--- src/rtl/rr_arb_mux.sv ---
// rtl/rr_arb_mux.sv - N-channel round-robin/fixed-priority arbitrated mux with registered output
module rr_arb_mux #(
  parameter int WIDTH   = 4,
  parameter int NCH     = 4,
  parameter int CHW     = 2,
  parameter int RR_MODE = 1
) (
  input  logic                 clk,
  input  logic                 rst_n,
  input  logic [NCH*WIDTH-1:0] in_data,
  input  logic [NCH-1:0]       in_valid,
  output logic [NCH-1:0]       in_ready,
  output logic [WIDTH-1:0]     out_data,
  output logic [CHW-1:0]       out_chan,
  output logic                 out_valid,
  input  logic                 out_ready
);

  logic [CHW-1:0]   ptr;
  logic [CHW-1:0]   gidx;
  logic [NCH-1:0]   grant;
  logic             found;
  logic             load;
  logic [WIDTH-1:0] sel_data;
  logic [CHW-1:0]   ptr_next;

  // Output register may be refilled in the same cycle it drains.
  assign load = ~out_valid | out_ready;

  always_comb begin : grant_scan
    int c;
    grant = '0;
    gidx  = '0;
    found = 1'b0;
    c     = 0;
    for (int i = 0; i < NCH; i++) begin
      c = (RR_MODE != 0) ? (int'(ptr) + i) % NCH : i;
      if (!found && in_valid[CHW'(c)]) begin
        found             = 1'b1;
        grant[CHW'(c)]    = 1'b1;
        gidx              = CHW'(c);
      end
    end
  end

  assign in_ready = grant & {NCH{load}};
  assign sel_data = in_data[gidx*WIDTH +: WIDTH];
  assign ptr_next = (RR_MODE != 0) ? CHW'((int'(gidx) + 1) % NCH) : '0;

  always_ff @(posedge clk or negedge rst_n) begin
    if (!rst_n) begin
      out_valid <= 1'b0;
      out_data  <= '0;
      out_chan  <= '0;
      ptr       <= '0;
    end else if (load) begin
      if (found) begin
        out_data  <= sel_data;
        out_chan  <= gidx;
        out_valid <= 1'b1;
        ptr       <= ptr_next;
      end else begin
        out_valid <= 1'b0;
      end
    end
  end

endmodule
--- config.mk ---
export PLATFORM = sky130hd
export DESIGN_NAME = rr_arb_mux
export DESIGN_NICKNAME = d
export VERILOG_FILES = /design/src/rtl/rr_arb_mux.sv
export SDC_FILE = /design/constraint.sdc
export NUM_CORES = 1
export LEC_CHECK = 0
export ABC_AREA = 1
export ABC_CLOCK_PERIOD_IN_PS = 7200
export BUFFER_PORTS_ARGS = -buffer_cell sky130_fd_sc_hd__buf_2
export CORE_UTILIZATION = 52
export CTS_CLUSTER_SIZE = 16
export DETAILED_ROUTE_END_ITERATION = 7
export GPL_TIMING_DRIVEN = 0
export PLACE_DENSITY_LB_ADDON = 0.2
export SLEW_MARGIN = 10
export SYNTH_ARGS = -nofsm -noshare
export SYNTH_HDL_FRONTEND = slang
export SYNTH_SLANG_ARGS = --single-unit
--- constraint.sdc ---
create_clock -name clk -period 7.2 [get_ports clk]
set_input_delay 1.44 -clock clk [delete_from_list [all_inputs] [get_ports clk]]
set_output_delay 1.44 -clock clk [all_outputs]
set_load 0.01 [all_outputs]
---- Word level (Yosys, flattened, before mapping) ----
Cells that the tools add are included.
word-level totals
  output and inout port bits .............. 11
  flip-flop bits (word level) ............. 9
  input bits .............................. 23
  word-level logic and storage cells ...... 67
operators by class
  order comparisons ....................... 8
  add/sub/neg operators ................... 4
  bitwise operators ....................... 6
  reduce and logical (&&, ||, !) cells .... 11
  shift operators ......................... 1
  muxes and demuxes ....................... 33
operator list
  cell                   count
  $mux W1                17
  $lt A2 B4 Y1 const B   4
  $mux W4                4
  $shiftx A16 B5 Y4      1
  $or A4 B4 Y4           3
  $bmux W1 S2            4
  $demux W1 S2           4
  $ge A2 B1 Y1 const B   4
  $mux W2                4
  $logic_and A1 B1 Y1    7
  $add A2 B1 Y2 const B  2
  $add A2 B2 Y2 const B  2
  $and A4 B4 Y4          1
  $logic_not A1 Y1       3
  $reduce_and A2 Y1      1
  $not A1 Y1             1
  $or A1 B1 Y1           1

---- Longest topological paths before layout ----
  depth after elaboration ................. 14
  depth in mapped cells ................... 17

---- Worst setup path after synthesis ----
OpenSTA, ideal clock, no wires.
  kind .................................... input to output
  start ................................... input port in_valid[1]
  end ..................................... output port in_ready[2]
  arrival ................................. 2.383 ns
  buffers on the path ..................... 0
  cell stages on the path ................. 11
  slack ................................... 3.377 ns
  cell sequence ........................... inv_1 > nand2_1 > nand3_2 > nand2_4 > inv_4 > nand2_2 > nor2_1 > nand3_1 > o211ai_1 > o21ai_0 > inv_1
between the ends
  cells in the longest elaborated chain, start to end .. 14
  elaborated cells on any way between the ends .. 29
RTL lines
  item                                        line  source
  start, declared                             11    input logic [NCH-1:0] in_valid,
  $bmux W1 S2                                 38    if (!found && in_valid[CHW'(c)]) begin
  $mux W1 (not written as such) (2 in a row)  38
  $mux W1                                     38
  $logic_not A1 Y1                            38
  $logic_and A1 B1 Y1                         38
  $mux W1                                     38
  $logic_not A1 Y1                            38
  $logic_and A1 B1 Y1                         38
  $mux W1                                     38
  $logic_not A1 Y1                            38
  $logic_and A1 B1 Y1                         38
  $mux W4 *                                   38
  $and A4 B4 Y4 *                             46    assign in_ready = grant & {NCH{load}};
  end, declared                               12    output logic [NCH-1:0] in_ready,
Every way passes the cells marked *; elsewhere a longest branch is shown, timed or not. The select of a mux whose other input is x is not followed.

---- Final worst setup path ----
  start ................................... input port in_valid[1]
  end ..................................... output port in_ready[3]
Same word-level chain as after synthesis.

==> impl_results.md <==
* Remaining design rule violation count at 0
* Number of hold-slack violations in the final timing report at 0
* LEAKAGE at a little under 0.8 nW
* Most common cell after layout, fill and taps aside: nand2_1
* Internal power at approximately 330 uW
* Arrival time at the worst endpoint at approximately 2.8 ns
* Synthesized-area fraction occupied by xor and xnor cells at 0%
* Critical hold path startpoint: out_data[2]
* Setup bufs post-CTS at 0
* Portion of the post-synthesis area used by sequential elements at just over 20%
* Endpoints failing setup at 0
* Total routing usage reported by global routing at a little under a quarter
* Vias per std cell at between 4 and 5
* Final routed wire length divided by cell count at between 10 and 15 um
* RSZ-0062 raised after global routing: no
* Pwr Density at slightly below 600 nW/um2
* Part of the total power dissipated in sequential elements at 13.4%
* Clock latency reported for the late side of the worst-skew pair at about 0.26 ns
* Share of the clock period used by the worst path after layout at between 50 and 60%
* Headroom to the max-slew limit at roughly 75%
* Floorplan die area at between 2000 and 2500 um2
* Detailed-placement wirelength estimate at approximately 2000 um
* Starting DRC count in detailed routing at 30
* Delay of the slowest cell on the worst path at 0.23 ns
* Critical register-to-register path startpoint: ptr[1]
* Standard cell core area at between 2000 and 2500 um2
* Setup TNS at 0 ns
* Max IR drop VDD at 338 uV
* Number of hold buffers added after CTS at 0
* Die height at roughly 48 um
* Worst-path clk slew at approximately 0.06 ns
* Transition at the pin with the smallest max-transition slack at between 0.3 and 0.4 ns
* Summed instance area of the synthesized netlist at 1120 um2
* Synthesized-area fraction occupied by and/or/nand/nor cells at between 50% and 60%
* CTS tree: built
* CP Launch Type: input pin
* # clock sinks at 9
* Number of standard-cell rows in the floorplan at 16
* Number of global-route vias before repair at 1,039
* Average cell area after synthesis at ~6.6 um2
* Commonest cells after routing, fill and taps aside: nand2_1, buf_2, nand3_1, inv_1, nor2_1
* End of the worst register-to-register path: out_data[0]
* I/O pin count at 34
* Min cycle time layout at 4.22 ns
* Final estimated routing congestion in global placement at between 0.8 and 0.9
* Net Sw Frac at about 58%
* Post-synthesis cell type count at 25
* Fraction of the mapped netlist area in adder cells at 8.94%
* Element type at the critical path end: primary output
* Syn_nets at 200
* Mux contribution to synthesized area at 0%
* Final-stage net count at 238
* Synthesis-to-finish area growth at 20.1%
* Via count at 1,164
* Required time worst endpoint at ~5.8 ns
* Maximum frequency from static timing analysis at roughly 240 MHz
* Type of the worst setup path: in -> out
* Cell type of the slowest stage on the worst timing path: nor2_1
* Critical Path Fanout Max at 6
* Register area at approximately 230 um2
* Largest net degree at the start of global routing at 13
* Synthesized instance count at approximately 170
* Wire length of the first global-routing pass at about 4400 um
* Fraction of layout instances using a drive strength above 1 at ~33%
* Setup Skew at between 0.002 and 0.003 ns
* Diodes inserted at 0
* Antenna viol nets, final at 0
* Sum of buffers and inverters on the critical path at 5
* Die Span X at 48.4 um
* Combined area of the multi-input logic cells at 764 um2
* Routed WL at roughly 2500 um
* TritonRoute pass-1 iters at 4
* Number of gates given a new drive strength after cts at 0
* Final Slew Violations at 0
* Endpoint with the worst hold slack: out_data[2]
* Ys Warns at 0
* Number of buffers created by CTS at 3
* Antenna violations before repair at 0
* Cell family with most CP delay: simple AND/OR/NAND/NOR gates
* Initial Utilization at 55.9%
* Hold Path Stages at 2
* Power share of the clock group at about 4.9%
* Combinational family with the most area after synthesis: simple AND/OR/NAND/NOR gates
* Number of port buffers at 33
* Root buffer cell: clkbuf_4
* Maximum level of the CTS H-tree at 1
* Deepest clock path buffer count at 2
* Path depth of the worst reg2reg path at 13
* Number of standard cells in the final layout excluding fillers at ~230
* Type of the most critical hold path: reg -> reg
* Setup slack of the worst register-to-register path at between 4 and 5 ns
* Compound-cell area share of the yosys netlist at 7.71%
* P_sw at 456 uW
* Critical Path, Cell by Cell: buf_2, inv_1, nand2_1, nand3_2, nand2_4, inv_4, nand2_2, nor2_1, nand3_1, o221ai_1, o21ai_0, inv_1, buf_2
* Launch point of the critical path: in_valid[1]
* Comb power frac at about four fifths
* Run status: finished, final reports clean
* Filler instances at a little under 200
* Grt total ovfl at 0
* Max-capacitance violation count at 0
* Cell total after placement at 229
* Register bit count reported by yosys at 9
[flip-flops by register name, indices dropped and copies added, names as in the netlist]
register   flops
out_data       4
ptr            2
out_chan       2
out_valid      1
[power groups by stage]
stage | sequential [mW] | clock, mW | combinational (mW)
after CTS | 0.105 | 0.0393 | 0.643
after global placement | 0.105 | 0 | 0.622
after detailed placement | 0.105 | 0 | 0.641
after floorplan | 0.111 | 0 | 0.498
final | 0.106 | 0.0388 | 0.642
after global routing | 0.109 | 0.0421 | 0.727
[how the worst max path moves through the flow]
stage | cells after the start | endpoint | slack [ns]
after global routing | 13 | in_ready[3] | 2.81
after CTS | 13 | in_ready[3] | 3.00
after detailed placement | 13 | in_ready[3] | 3.00
after floorplan | 11 | in_ready[2] | 3.38
final | 13 | in_ready[3] | 2.98
after global placement | 13 | in_ready[2] | 3.04
[logic make-up (layout without fill, tap and decap cells)]
kind of cell               count (synthesis)  count (layout)
DFF                                        9               9
and+or+nand+nor                          111             111
AOI/OAI and AO/OA                         13              13
adders and majority gates                  8               8
buffers and inverters                     28              65
[synth_stat cells]
cell | instances | area share, %
buf_6 | 2 | 2.0
dfrtp_1 | 9 | 20
a22oi_1 | 2 | 1.3
nor2_2 | 1 | 0.56
o21bai_1 | 1 | 0.67
nand2_1 | 45 | 15
or2_0 | 2 | 1.1
inv_8 | 1 | 1.0
ha_1 | 8 | 8.9
nor2_1 | 10 | 3.4
inv_2 | 3 | 1.0
inv_1 | 21 | 7.0
o21ai_2 | 1 | 0.78
o221ai_1 | 1 | 0.78
nand2_4 | 7 | 7.0
nand3_2 | 3 | 2.7
nand4_1 | 2 | 1.1
inv_4 | 1 | 0.56
nand2_2 | 9 | 5.0
nand3_1 | 28 | 13
o211ai_1 | 1 | 0.67
a21oi_2 | 1 | 0.78
or2_2 | 2 | 1.1
nor2_4 | 2 | 2.0
o21ai_0 | 6 | 2.7
[worst register-to-register path: cells and delay by family (launching register included)]
kind                     cells  cell delay (ns)
AND/OR/NAND/NOR              8             0.82
flip-flops                   1             0.56
adder cells (fa/ha/maj)      1             0.45
buffers and inverters        3             0.41
AO/OA/AOI/OAI                1             0.17
[metal layers]
layer  track usage, %  share of wire [%]  vias up
met3             3.77                5.6        0
met2             39.4                 45       45
met1             32.1                 49      501
met5                0                  0        -
met4             2.94                  0        0
li1                 -                  -      618
[area by class of cell]
class                           count  share of cell area, %
Clock buffer                        4                   1.95
Timing Repair Buffer               33                   12.3
Sequential cell                     9                   16.7
Buffer                              2                   1.67
Inverter                           26                   8.00
Multi-Input combinational cell    132                   56.8
Tap cell                           27                   2.51
[per-stage QoR]
stage | worst slack, ns | util (%) | total power [mW] | hold WS (ns) | area, um2
2_1_floorplan | 3.38 | - | 0.609 | 0.515 | 1120
3_3_place_gp | 3.04 | 65.9 | 0.727 | 0.462 | 1320
3_5_place_dp | 3.00 | 65.9 | 0.746 | 0.467 | 1320
4_1_cts | 3.00 | 67.2 | 0.787 | 0.483 | 1350
5_1_grt | 2.81 | 67.2 | 0.878 | 0.515 | 1350
6_report | 2.98 | 67.2 | 0.787 | 0.480 | 1350
No activity file was read; power rests on OpenSTA's default activity.
